$ cat config.mk
export PLATFORM = sky130hd
export DESIGN_NAME = ultrasonic_tx_burst
export DESIGN_NICKNAME = d
export VERILOG_FILES = /design/src/rtl/ultrasonic_tx_burst.sv
export SDC_FILE = /design/constraint.sdc
export NUM_CORES = 1
export LEC_CHECK = 0
export ABC_AREA = 0
export CAP_MARGIN = 20
export CORE_UTILIZATION = 55
export CTS_BUF_LIST = sky130_fd_sc_hd__clkbuf_8
export CTS_CLUSTER_SIZE = 8
export DETAILED_ROUTE_END_ITERATION = 8
export MAX_ROUTING_LAYER = met4
export PLACE_DENSITY = 0.87
export SYNTH_ARGS = -nofsm -noshare
export SYNTH_HDL_FRONTEND = slang
export SYNTH_SLANG_ARGS = --single-unit
export TNS_END_PERCENT = 30
$ cat constraint.sdc
create_clock -name clock -period 9.7 [get_ports clock]
set_input_delay 2.91 -clock clock [delete_from_list [all_inputs] [get_ports clock]]
set_output_delay 2.91 -clock clock [all_outputs]
set_load 0.01 [all_outputs]
$ cat src/rtl/ultrasonic_tx_burst.sv
// Tone-burst generator for one of four ultrasonic transducers: quarter-wave LUT DDS,
// start/busy/txdone handshake and a forced-silent guard interval after each burst.
module ultrasonic_tx_burst #(
    parameter int GUARDLEN = 100,
    parameter int PHW      = 16
) (
    input  logic        clock,
    input  logic        reset,
    input  logic        endata,
    input  logic        start,
    input  logic [1:0]  txsel,
    input  logic [15:0] freqword,
    input  logic [7:0]  ncycles,
    input  logic [1:0]  txscale,
    output logic [11:0] tx1,
    output logic [11:0] tx2,
    output logic [11:0] tx3,
    output logic [11:0] tx4,
    output logic [3:0]  txen,
    output logic        busy,
    output logic        txdone
);
    localparam int GW = (GUARDLEN > 1) ? $clog2(GUARDLEN) : 1;

    typedef enum logic [1:0] {IDLE, ARMED, BURST, GUARD} state_t;

    state_t            state;
    logic [1:0]        sel_q;
    logic [1:0]        scale_q;
    logic [PHW-1:0]    fw_q;
    logic [PHW-1:0]    phase;
    logic [7:0]        n_q;
    logic [7:0]        cnt;
    logic [GW-1:0]     gcnt;

    logic [6:0]        lut_addr;
    logic [10:0]       mag;
    logic signed [11:0] sine;
    logic signed [11:0] sample;

    // round(2047*sin(pi*k/128)) for k = 0..64
    function automatic logic [10:0] quarter_sine(input logic [6:0] k);
        case (k)
            7'd0:  quarter_sine = 11'd0;    7'd1:  quarter_sine = 11'd50;
            7'd2:  quarter_sine = 11'd100;  7'd3:  quarter_sine = 11'd151;
            7'd4:  quarter_sine = 11'd201;  7'd5:  quarter_sine = 11'd251;
            7'd6:  quarter_sine = 11'd300;  7'd7:  quarter_sine = 11'd350;
            7'd8:  quarter_sine = 11'd399;  7'd9:  quarter_sine = 11'd449;
            7'd10: quarter_sine = 11'd497;  7'd11: quarter_sine = 11'd546;
            7'd12: quarter_sine = 11'd594;  7'd13: quarter_sine = 11'd642;
            7'd14: quarter_sine = 11'd690;  7'd15: quarter_sine = 11'd737;
            7'd16: quarter_sine = 11'd783;  7'd17: quarter_sine = 11'd830;
            7'd18: quarter_sine = 11'd875;  7'd19: quarter_sine = 11'd920;
            7'd20: quarter_sine = 11'd965;  7'd21: quarter_sine = 11'd1009;
            7'd22: quarter_sine = 11'd1052; 7'd23: quarter_sine = 11'd1095;
            7'd24: quarter_sine = 11'd1137; 7'd25: quarter_sine = 11'd1179;
            7'd26: quarter_sine = 11'd1219; 7'd27: quarter_sine = 11'd1259;
            7'd28: quarter_sine = 11'd1299; 7'd29: quarter_sine = 11'd1337;
            7'd30: quarter_sine = 11'd1375; 7'd31: quarter_sine = 11'd1411;
            7'd32: quarter_sine = 11'd1447; 7'd33: quarter_sine = 11'd1483;
            7'd34: quarter_sine = 11'd1517; 7'd35: quarter_sine = 11'd1550;
            7'd36: quarter_sine = 11'd1582; 7'd37: quarter_sine = 11'd1614;
            7'd38: quarter_sine = 11'd1644; 7'd39: quarter_sine = 11'd1674;
            7'd40: quarter_sine = 11'd1702; 7'd41: quarter_sine = 11'd1729;
            7'd42: quarter_sine = 11'd1756; 7'd43: quarter_sine = 11'd1781;
            7'd44: quarter_sine = 11'd1805; 7'd45: quarter_sine = 11'd1828;
            7'd46: quarter_sine = 11'd1850; 7'd47: quarter_sine = 11'd1871;
            7'd48: quarter_sine = 11'd1891; 7'd49: quarter_sine = 11'd1910;
            7'd50: quarter_sine = 11'd1927; 7'd51: quarter_sine = 11'd1944;
            7'd52: quarter_sine = 11'd1959; 7'd53: quarter_sine = 11'd1973;
            7'd54: quarter_sine = 11'd1986; 7'd55: quarter_sine = 11'd1997;
            7'd56: quarter_sine = 11'd2008; 7'd57: quarter_sine = 11'd2017;
            7'd58: quarter_sine = 11'd2025; 7'd59: quarter_sine = 11'd2032;
            7'd60: quarter_sine = 11'd2037; 7'd61: quarter_sine = 11'd2041;
            7'd62: quarter_sine = 11'd2045; 7'd63: quarter_sine = 11'd2046;
            7'd64: quarter_sine = 11'd2047;
            default: quarter_sine = 11'd0;
        endcase
    endfunction

    // Odd quadrants read the table backwards, the upper half-cycle negates.
    always_comb begin
        lut_addr = phase[PHW-2] ? 7'(7'd64 - {1'b0, phase[PHW-3:PHW-8]})
                                : {1'b0, phase[PHW-3:PHW-8]};
        mag      = quarter_sine(lut_addr);
        sine     = phase[PHW-1] ? -$signed({1'b0, mag}) : $signed({1'b0, mag});
        sample   = sine >>> scale_q;
    end

    always_ff @(posedge clock) begin
        if (reset) begin
            state   <= IDLE;
            sel_q   <= '0;
            scale_q <= '0;
            fw_q    <= '0;
            phase   <= '0;
            n_q     <= '0;
            cnt     <= '0;
            gcnt    <= '0;
            tx1     <= '0;
            tx2     <= '0;
            tx3     <= '0;
            tx4     <= '0;
            txen    <= '0;
            busy    <= 1'b0;
            txdone  <= 1'b0;
        end else begin
            txdone <= 1'b0;
            case (state)
                IDLE: begin
                    if (start) begin
                        if (ncycles != 8'd0) begin
                            sel_q   <= txsel;
                            scale_q <= txscale;
                            fw_q    <= PHW'(freqword);
                            n_q     <= ncycles;
                            phase   <= '0;
                            cnt     <= '0;
                            busy    <= 1'b1;
                            state   <= ARMED;
                        end else begin
                            txdone  <= 1'b1;
                        end
                    end
                end
                ARMED: begin
                    if (endata) begin
                        tx1   <= (sel_q == 2'd0) ? sample : '0;
                        tx2   <= (sel_q == 2'd1) ? sample : '0;
                        tx3   <= (sel_q == 2'd2) ? sample : '0;
                        tx4   <= (sel_q == 2'd3) ? sample : '0;
                        phase <= phase + fw_q;
                        cnt   <= 8'd1;
                        txen  <= 4'b0001 << sel_q;
                        state <= BURST;
                    end
                end
                BURST: begin
                    // The strobe after the last sample silences the outputs.
                    if (endata) begin
                        if (cnt < n_q) begin
                            tx1   <= (sel_q == 2'd0) ? sample : '0;
                            tx2   <= (sel_q == 2'd1) ? sample : '0;
                            tx3   <= (sel_q == 2'd2) ? sample : '0;
                            tx4   <= (sel_q == 2'd3) ? sample : '0;
                            phase <= phase + fw_q;
                            cnt   <= cnt + 8'd1;
                        end else begin
                            tx1   <= '0;
                            tx2   <= '0;
                            tx3   <= '0;
                            tx4   <= '0;
                            txen  <= '0;
                            gcnt  <= '0;
                            state <= GUARD;
                        end
                    end
                end
                GUARD: begin
                    if (endata) begin
                        if (gcnt == GW'(GUARDLEN - 1)) begin
                            busy   <= 1'b0;
                            txdone <= 1'b1;
                            state  <= IDLE;
                        end else begin
                            gcnt   <= gcnt + 1'b1;
                        end
                    end
                end
                default: state <= IDLE;
            endcase
        end
    end
endmodule

Word-level counts from Yosys, hierarchy flattened
Memory sizes are Yosys's and may differ from the RTL's.
Index checks and enable logic that the tools add are counted.
- register bits: 115
- bits in read-only memories: 1408
- input bits: 32
- output and inout bits: 54
- logic and storage cells: 115
- memories kept: 1
- add/subtract/negate cells: 5
- $lt $le $gt $ge: 1
- equal/unequal tests: 16
- shift-type cells: 2
- mux-type cells: 61
- reduce and logical (&&, ||, !) cells: 14
- memory list (memory ; depth ; bits a word ; rd ports ; clocked after Yosys merged registers in ; write ports ; RTL line ; RTL):
    (no name shown) ; 128 ; 11 ; 1 ; 0 ; 0 ; 43 ; case (k)
- operator list (operator ; number):
    $mux 12 ; 17
    $pmux 12 s2 ; 4
    $mux 16 ; 5
    $pmux 16 s3 ; 1
    $mux 8 ; 5
    $mux 7 ; 5
    $pmux 8 s3 ; 1
    $ne 2x2->1 const B ; 9
    $add 16x16->16 ; 1
    $mux 2 ; 7
    $pmux 7 s2 ; 1
    $mux 4 ; 3
    $neg 11->12 ; 1
    $sshr 12x2->12 ; 1
    $reduce_and 5->1 ; 2
    $add 8x1->8 const B ; 1
    $eq 2x2->1 const B ; 4
    $lt 8x8->1 ; 1
    $mux 1 ; 8
    $pmux 2 s4 ; 1
    $pmux 4 s2 ; 1
    $reduce_bool 8->1 ; 1
    $add 7x1->7 const B ; 1
    $eq 7x7->1 const B ; 1
    11 further kinds ; 17

Longest topological paths before layout
Gate-level depths: netlist (run 1).
An unclocked memory read counts as a cell.
- depth after elaboration: 10
- mapped depth: 22

Worst setup path before layout (run 1)
Ideal clock, no wire load.
- kind: register to register
- from: reg phase[8]
- to: reg tx3[7]
- setup time: 117 ps
- data arrival time: 4577 ps
- setup slack: 5006 ps
- cell stages (with the launch flop): 21
- buffers on the path: 3
- clock period less this slack: 4694 ps
- path through: dfxtp_1 -> buf_6 -> clkbuf_1 -> inv_1 -> ha_1 -> nand2_1 -> o21ai_0 -> ha_1 -> clkbuf_1 -> inv_1 -> o22ai_1 -> a211oi_2 -> a2111oi_0 -> nor4_2 -> ha_1 -> o21ai_1 -> or3_1 -> mux2i_1 -> or3_1 -> a21o_1 -> a32o_1
- word-level cells in the longest chain between the ends: 10
- elaborated cells on any way between the ends: 11
- ends and longest elaborated chain (item ; RTL line ; RTL):
    from (decl) ; 31 ; logic [PHW-1:0] phase;
    from (signal assigned) ; 132 ; phase <= phase + fw_q;
    from (signal assigned) ; 146 ; phase <= phase + fw_q;
    $sub 7x6->7 ; 83 ; lut_addr = phase[PHW-2] ? 7'(7'd64 - {1'b0, phase[PHW-3:PHW-8]})
    $mux 7 * ; 83 ;
    $mem_v2 128x11 * ; -- ;
    $neg 11->12 ; 86 ; sine = phase[PHW-1] ? -$signed({1'b0, mag}) : $signed({1'b0, mag});
    $mux 12 * ; 86 ;
    $sshr 12x2->12 * ; 87 ; sample = sine >>> scale_q;
    $mux 12 * ; 130, 144 ;
    $mux 12 ; 141 ; if (cnt < n_q) begin
    $mux 12 ; 140 ; if (endata) begin
    $pmux 12 s2 * ; 109 ; case (state)
    to (signal assigned) ; 130 ; tx3 <= (sel_q == 2'd2) ? sample : '0;
    to (signal assigned) ; 144 ; tx3 <= (sel_q == 2'd2) ? sample : '0;
    to (decl) ; 17 ; output logic [11:0] tx3,
Every way passes the cells marked *; elsewhere a longest branch is shown, timed or not. The select of a mux whose other input is x is not followed.
A chain may end at the register's enable or synchronous reset.

Worst setup path in the final report (run 1)
- from: in ncycles[7]
- to: reg cnt[7]
- word-level cells in the longest chain between the ends: 3
- ends and longest elaborated chain (item ; RTL line ; RTL):
    from (decl) ; 13 ; input logic [7:0] ncycles,
    $reduce_bool 8->1 ; 112 ; if (ncycles != 8'd0) begin
    $ne 2x2->1 (no source line) ; -- ;
    $reduce_and 6->1 (no source line) ; -- ;
    to (signal assigned) ; 147 ; cnt <= cnt + 8'd1;
    to (decl) ; 33 ; logic [7:0] cnt;
Every way passes these cells.

==> flow_summary.ini, run 1 <==
[detailed_routing]
routedWlPerCell_um = 17.46
avgViaCountPerCell = 6.345
drtAntennaViolNets = 0
vias = 7792
drc = 0
drt_iter0_drc = 695
drt_pass1_iterations = 8
wl_mm = 21.45

[synthesis]
yosysWarnings = 0
avgSynthCellArea_um2 = 7.913
ys_seq_area_share_pct = 29.60
synth_cell_types = 96
netlist_instances = 983
ys_ff_latch = 115
synthArstFlopShare_pct = 0
syn_area_mm2 = 0.007779
synth_edf_count = 0
syn-num-nets = 1057
ys.flop_type = dfxtp_1

[finish]
stdcell_count = 1228
final_common_cell = nand2_1
final_cell_mix = 139 x nand2_1, 115 x dfxtp_1, 84 x clkdlybuf4s50_1
diodes = 0
final_util_pct = 66.04
nets = 1109
area_growth_pct = 17.39
fin_area_mm2 = 0.009131
drive_gt1_share_pct = 7.634

[setup_path]
worstReg2RegStart = phase[8]
cp_max_fo = 23
reg2reg_depth = 15
cp.arrival_ns = 5.44
endpoint = cnt[7]
reg2reg_slack_ns = 4.90
end_kind = flop
r2r_end = tx4[3]
worst-setup-path-type = in -> reg
required_ns = 10.01
start_kind = primary input
worstSetupStartpoint = ncycles[7]

[place]
dp_hpwl_mm = 15.00
dpl_cell_area_mm2 = 0.008637
dp.cells = 1193
gp_congestion = 0.9934
io_buffers = 85

[clock_network]
cts_root_buf = clkbuf_8
h-tree-depth = 4
cts_tree = done
cts_hold_buf = 0
clockBufferDepth = 2
clock-sinks = 115
clk_pin_slew_ns = 0.07
cts_resized = 0
cts_setup_buffers = 0
clock_latency_ns = 0.43
cts-buffers-inserted = 17

[power]
pwr-share-comb_pct = 46.9
ir_worst_vdd_uv = 187.6
power_leakage_nw = 3.496
switching_share_pct = 41.83
internal-power_w = 0.001172
power.density_mw_per_mm2 = 220.6
p_sw_w = 0.0008426
p_clk_share_pct = 25.5
pwr-share-seq_pct = 27.6

[timing]
rsz0062_at_grt = false
max_freq_mhz = 194.8
period_share_pct = 52.91
worst_slew_pin_slew_ns = 1.009
hold_ws_ns = 0.4498
setup_viol = 0
hold_viol = 0
fin_crit_ns = 5.133
slew_viol_final = 0
finClkSkew_ns = 0.007619
tns_ns = 0
relSlewSlack_pct = 32.52

[global_route]
grt_first_pass_wirelength_mm = 35.16
grt_pass1_vias = 7282
antenna_found_initial = 0
overflow = 0
grt_usage_pct = 30.76
grt_start_max_net_pins = 66

[flow_run]
drv_cap = 0

[floorplanning]
fp.dieH_um = 120.9
core_area_mm2 = 0.01383
die-area_mm2 = 0.01462
io_pins = 86
fp-row-count = 43
die_w_um = 120.9
start_util_pct = 56.26

[status]
status = finished clean

[min_path]
holdCritPathClass = reg -> reg
## flip-flops by register name, summed over array words and instances, names as in the netlist, 4 cells and up
name	flops
cnt	8
fw_q	16
gcnt	7
n_q	8
phase	16
tx1	12
tx2	12
tx3	12
tx4	12
txen	4
## worst max-delay path, cell delays in order
cell,delay [ns]
clkdlybuf4s50_1,0.42
nor4_1,0.45
nand2_1,0.16
a21boi_0,0.45
a211o_1,0.66
nor3_1,0.16
xnor2_1,0.17
nor2_1,0.06
## layer usage
layer	share of wire, %	vias to the layer above	global-route usage, %
li1	-	3732	-
met1	42	3653	38.29
met2	47	340	49.14
met3	7.0	67	5.169
met4	3.2	0	13.27
met5	0	-	-
## cell type report
| class | instances | area [µm²] |
|---|---|---|
| clock inverter | 13 | 207.7 |
| multi-input combinational | 768 | 5054 |
| clock buffer | 19 | 261.5 |
| sequential | 115 | 2302 |
| fill | 1115 | 4696 |
| tap | 180 | 225.2 |
| inverter | 34 | 127.6 |
| timing repair buffer | 99 | 953.4 |
## per-stage QoR
step | power, W | worst slack (ns)
2_1_floorplan | 0.001251 | 5.006
3_5_place_dp | 0.001479 | 4.183
3_3_place_gp | 0.001458 | 4.182
6_report | 0.002015 | 4.567
4_1_cts | 0.001998 | 4.622
5_1_grt | 0.002134 | 4.251
## logic make-up after synthesis
kind of cell             synth area share, %
XOR/XNOR                               3.040
adder cells (fa/ha/maj)                6.852
AO/OA/AOI/OAI                          28.73
AND/OR/NAND/NOR                        23.32
multiplexers                           2.879
flip-flops                             29.60
buffers and inverters                  5.581
## power groups by stage
stage               Clock (W)  Sequential, W  Combinational [W]
floorplan                   0       0.000552           0.000699
global placement            0       0.000563           0.000895
detailed placement          0       0.000565           0.000914
CTS                  0.000519       0.000555           0.000924
global route         0.000541       0.000561            0.00103
finish               0.000513       0.000556           0.000945
## Yosys cell counts, drive strengths merged (8+ instances only)
cell type	instances	area, µm²
inv	34	127.6
or3	13	81.33
clkbuf	42	157.7
nand3b	8	60.06
o2111ai	10	87.58
o211ai	15	127.6
a31oi	12	75.07
nor2	59	224.0
nor4	10	90.08
a211oi	9	77.57
o31ai	13	111.4
nand2	139	521.8
nand2b	17	106.4
a32o	10	100.1
buf	24	148.9
ha	41	513.0
a22o	11	96.34
nor2b	17	108.9
nor3	18	112.6
dfxtp	115	2302
o21ai	75	379.1
a22oi	14	105.1
a21oi	71	355.3
xor2	12	105.1
and2	8	50.05
mux2i	19	190.2
nand3	31	155.2
a21o	14	105.1
xnor2	15	131.4
## worst min path at each step
stage / startpoint / end / slack (ns) / cells past startpoint
floorplan: phase[6] / phase[6] / 0.44 / 2
global placement: tx4[3] / tx4[3] / 0.44 / 2
detailed placement: tx1[6] / tx1[6] / 0.44 / 2
CTS: tx4[4] / tx4[4] / 0.45 / 2
global route: n_q[3] / n_q[3] / 0.47 / 2
finish: tx4[4] / tx4[4] / 0.45 / 2
(Power assumes the default switching activity.)
==> inputs of run 2 (changes only) <==
Clock period 9.7 ns to 4.9 ns, I/O delays scaled along.
==> run 2 against run 1 <==
Against the previous run: core utilization grew 0.81 points; register-to-register slack lost 4.6 ns; sequential power grew 98%; critical path depth grew 9; combinational power grew 110%; final cell count grew 1.5%; via count grew 2.2%.
==> flow_summary.ini, run 2 (synthesis gave the netlist of run 1 again) <==
[status]
status = finished clean

[timing]
worst_slew_pin_slew_ns = 0.8578
finClkSkew_ns = 0.01081
tns_ns = 0
setup_viol = 0
max_freq_mhz = 219.0
relSlewSlack_pct = 42.29
fin_crit_ns = 4.567
fin_ws_ns = 0.3332
slew_viol_final = 0
period_share_pct = 93.20
rsz0062_at_grt = false
hold_viol = 0

[clock_network]
clockBufferDepth = 2
cts_resized = 0
cts_root_buf = clkbuf_8
clock-sinks = 115
cts_hold_buf = 0
cts-buffers-inserted = 17
h-tree-depth = 4
cts_tree = done
clk_pin_slew_ns = 0.07
cts_setup_buffers = 0
clock_latency_ns = 0.43

[min_path]
holdCritPathClass = reg -> reg
worstHoldEndpoint = tx1[5]
whs_path_depth = 2
holdCritStartpoint = tx1[5]

[global_route]
grt_pass1_vias = 7300
grt_usage_pct = 31.60
grt_first_pass_wirelength_mm = 35.95
overflow = 0
antenna_found_initial = 0
grt_start_max_net_pins = 45

[floorplanning]
core_area_mm2 = 0.01383
io_pins = 86
fp.dieH_um = 120.9
die-area_mm2 = 0.01462
fp-row-count = 43
die_w_um = 120.9
start_util_pct = 56.26

[setup_path]
reg2reg_depth = 17
reg2reg_slack_ns = 0.33
crit_buf_inv = 2
end_kind = flop
crit_family = compound AO/OA/AOI/OAI gates
cp.arrival_ns = 4.85
r2r_end = tx3[8]
worstSetupStartpoint = phase[8]
cp_max_fo = 17
crit_slowest_cell = ha_1
worstReg2RegStart = phase[8]
required_ns = 5.18
start_kind = flop
path_common_cell = o21ai_1
worst-setup-path-type = reg -> reg
cp_slowest_stage_delay_ns = 0.50
path_cells = inv_1, ha_1, buf_4, or3b_1, o21ai_1, a32o_1, o21ai_0, a211oi_1, nor3_1, nor2_1, ha_1, o21ai_1, o21ai_1, nor2_1, a2111o_1, a31oi_1, o21ai_0

[detailed_routing]
routedWlPerCell_um = 17.82
wl_mm = 22.20
drtAntennaViolNets = 0
vias = 7961
avgViaCountPerCell = 6.389
drt_pass1_iterations = 5
drt_iter0_drc = 743
drc = 0

[power]
power.density_mw_per_mm2 = 436.4
power_leakage_nw = 3.601
ir_worst_vdd_uv = 547.6

[place]
dp_hpwl_mm = 15.89
gp_congestion = 0.9976
dp_worst_setup_slack_ns = 0.5363
io_buffers = 85

[finish]
diodes = 0
final_cell_mix = 139 x nand2_1, 115 x dfxtp_1, 84 x clkdlybuf4s50_1
nets = 1128
area_growth_pct = 18.82
top_regs = fw_q: 16 flops, phase: 16 flops
drive_gt1_share_pct = 9.006
final_common_cell = nand2_1

[flow_run]
drv_cap = 0
==> run 2: cell types whose count changed in the layout (fill, tap and decap cells not counted) <==
cell	change
buf_2	-2
buf_4	+22
buf_8	-1
clkbuf_8	-1
clkinv_2	+3
clkinvlp_4	-5
inv_1	+2
==> run 2: cell type report <==
type	instances	area, µm²
clock buffer	18	247.7
clock inverter	13	192.7
fill	1098	4584
inverter	34	127.6
multi-input combinational	768	5054
sequential	115	2302
tap	180	225.2
timing repair buffer	118	1094
==> run 2: per-layer routing <==
| metal | wire length, µm | up-vias | global-route usage [%] | part of all wire, % |
|---|---|---|---|---|
| li1 | - | 3769 | - | - |
| met5 | 0 | - | - | 0 |
| met3 | 1782 | 51 | 5.498 | 8.0 |
| met2 | 10490 | 409 | 50.00 | 47 |
| met4 | 503 | 0 | 11.27 | 2.3 |
| met1 | 9428 | 3732 | 40.51 | 42 |
==> run 2: how the worst max path moves through the flow <==
stage	end	slack [ns]	depth (start not counted)
6_report	tx3[8]	0.33	17
5_1_grt	tx4[3]	0.1	17
4_1_cts	tx3[8]	0.43	17
3_5_place_dp	tx4[5]	0.54	13
3_3_place_gp	tx4[9]	0.57	13
2_1_floorplan	tx3[7]	0.21	20
==> run 2: power breakdown <==
group | switching (W) | internal, W | total [W]
combinational | 0.00122 | 0.000721 | 0.00194
sequential | 0.0000834 | 0.00102 | 0.00110
clock | 0.000385 | 0.000608 | 0.000993
total | 0.00168 | 0.00235 | 0.00403
==> run 2: worst reg2reg max path: stages, from the launching register on <==
cell and delay, ns:
dfxtp_1 0.31, inv_1 0.14, ha_1 0.50, buf_4 0.27, or3b_1 0.40, o21ai_1 0.18, a32o_1 0.23, o21ai_0 0.11
a211oi_1 0.34, nor3_1 0.12, nor2_1 0.16, ha_1 0.21, o21ai_1 0.14, o21ai_1 0.28, nor2_1 0.09, a2111o_1 0.42
a31oi_1 0.36, o21ai_0 0.18
==> run 2: stage by stage <==
step	utilization, %	power [W]	instance area [µm²]	hold slack [ns]	instances
6_report	66.84	0.004033	9243	0.4564	1246
4_1_cts	66.84	0.003999	9243	0.4589	1246
5_1_grt	66.84	0.004267	9243	0.4697	1246
3_5_place_dp	63.66	0.002998	8802	0.4475	1215
3_3_place_gp	63.66	0.002993	8802	0.4342	1215
2_1_floorplan	-	0.002477	7779	0.4356	983
==> inputs of run 3 (changes only) <==
Settings changed: SETUP_SLACK_MARGIN set to 0.2, SKIP_CTS_REPAIR_TIMING set to 1.
==> run 3 against run 2 <==
Against the previous run: global-route usage did not move; critical path depth decreased by 2; via count down 0.40%; power about the same; final cell count about the same; count of clock-buffer cells in the layout is the same; core utilization rose by 0.14 points; flip-flop and latch count unchanged; combinational power is essentially flat; worst hold slack worse by 0.00054 ns; worst setup slack improved by 0.15 ns; largest cell class unchanged; largest power group unchanged.
==> flow_summary.ini, run 3 (synthesis gave the netlist of run 1 again) <==
[power]
power.density_mw_per_mm2 = 435.7
ir_worst_vdd_uv = 546.9
power_leakage_nw = 3.604

[timing]
setup_viol = 0
hold_viol = 0
rsz0062_at_grt = false
fin_crit_ns = 4.418
max_freq_mhz = 226.4
tns_ns = 0
slew_viol_final = 0
period_share_pct = 90.16
finClkSkew_ns = 0.01105
worst_slew_pin_slew_ns = 0.8764
relSlewSlack_pct = 41.03

[clock_network]
h-tree-depth = 4
clock-sinks = 115
cts-buffers-inserted = 17
cts_tree = done
clock_latency_ns = 0.43
clk_pin_slew_ns = 0.06
clockBufferDepth = 2
cts_root_buf = clkbuf_8

[global_route]
grt_first_pass_wirelength_mm = 35.95
grt_start_max_net_pins = 45
overflow = 0
antenna_found_initial = 0
grt_pass1_vias = 7300
grt_usage_pct = 31.60

[setup_path]
cp.arrival_ns = 4.71
reg2reg_depth = 15
path_cells = inv_1, ha_1, nand2_1, o21ai_0, ha_1, o2111ai_1, o21ai_0, a41o_1, nor4_4, o211ai_1, o21ai_0, xor2_1, mux2i_1, o21ai_0, o21ai_0
r2r_end = tx4[3]
crit_slowest_cell = ha_1
required_ns = 5.19
end_kind = flop
start_kind = flop
worstReg2RegStart = phase[9]
cp_slowest_stage_delay_ns = 0.50
path_common_cell = o21ai_0
reg2reg_slack_ns = 0.48
cp_max_fo = 7
worst-setup-path-type = reg -> reg

[finish]
stdcell_count = 1247
final_common_cell = nand2_1
area_growth_pct = 19.08
nets = 1129
top_regs = fw_q: 16 flops, phase: 16 flops
final_cell_mix = 139 x nand2_1, 115 x dfxtp_1, 84 x clkdlybuf4s50_1
fin_area_mm2 = 0.009263
diodes = 0
n_fill_cell = 1095
drive_gt1_share_pct = 9.278

[detailed_routing]
drt_iter0_drc = 840
routed.top_layer = met4
met3_length_mm = 1.676
wl_mm = 22.19
avgViaCountPerCell = 6.358
drtAntennaViolNets = 0
routedWlPerCell_um = 17.80
drc = 0
vias = 7929
wl_met2_mm = 10.54
wl_met1_mm = 9.499
drt_pass1_iterations = 5

[place]
io_buffers = 85
gp_congestion = 0.9976
dp.cells = 1215
dpl_cell_area_mm2 = 0.008802
dp_hpwl_mm = 15.89

[floorplanning]
die-area_mm2 = 0.01462
die_w_um = 120.9
fp.dieH_um = 120.9
fp-row-count = 43
start_util_pct = 56.26
io_pins = 86
core_area_mm2 = 0.01383

[min_path]
whs_path_depth = 2
holdCritPathClass = reg -> reg
holdCritStartpoint = tx1[5]
worstHoldEndpoint = tx1[5]

[flow_run]
drv_cap = 0

[status]
status = finished clean
==> run 3: cell types whose count changed in the layout (fill, tap and decap cells not counted) <==
| cell | before | now |
|---|---|---|
| ha_1 | 41 | 39 |
| ha_2 | 0 | 2 |
| a211oi_2 | 3 | 2 |
| a211oi_4 | 0 | 1 |
| buf_4 | 33 | 34 |
==> run 3: metal layers <==
layer  track usage (%)  vias up
met5                 -        -
met3             5.498       46
met1             40.51     3730
li1                  -     3770
met4             11.27        0
met2             50.00      383
==> run 3: power by group <==
part / total [W] / internal, W / switching [W]
combinational: 0.00194 / 0.000726 / 0.00122
clock: 0.000991 / 0.000609 / 0.000382
sequential: 0.00110 / 0.00102 / 0.0000818
total: 0.00404 / 0.00236 / 0.00168
==> run 3: per-stage QoR <==
stage          worst slack, ns  utilization [%]  total power (W)  hold slack, ns
6_report                0.4823            66.99         0.004035          0.4558
5_1_grt                 0.2050            66.99         0.004274          0.4697
4_1_cts                 0.4307            66.84         0.003999          0.4589
3_5_place_dp            0.5363            63.66         0.002998          0.4475
3_3_place_gp            0.5730            63.66         0.002993          0.4342
2_1_floorplan           0.2055                -         0.002477          0.4356
==> run 3: cell type report <==
class	instances	area (µm²)	share of cell area, %
multi-input cells	768	5066	54.69
flip-flops and latches	115	2302	24.85
repair buffers	119	1101	11.89
clock buffers	18	247.7	2.675
well taps	180	225.2	2.431
clock inverters	13	192.7	2.080
inverters	34	127.6	1.378
==> run 3: worst max path at each step <==
stage	to	start	slack (ns)	cells past startpoint
after floorplan	tx3[7]	phase[8]	0.21	20
final	tx4[3]	phase[9]	0.48	15
after global placement	tx4[9]	phase[8]	0.57	13
after global routing	tx4[3]	phase[9]	0.20	16
after CTS	tx3[8]	phase[8]	0.43	17
after detailed placement	tx4[5]	phase[8]	0.54	13
==> run 3: worst max-delay path, delay by kind of cell, from the launching register on <==
| kind | cells | cell delay, ns |
|---|---|---|
| AO/OA/AOI/OAI | 8 | 2.00 |
| XOR/XNOR | 1 | 0.31 |
| adder cells (fa/ha/maj) | 2 | 0.88 |
| buffers and inverters | 1 | 0.09 |
| flip-flops | 1 | 0.34 |
| multiplexers | 1 | 0.17 |
| AND/OR/NAND/NOR | 2 | 0.49 |
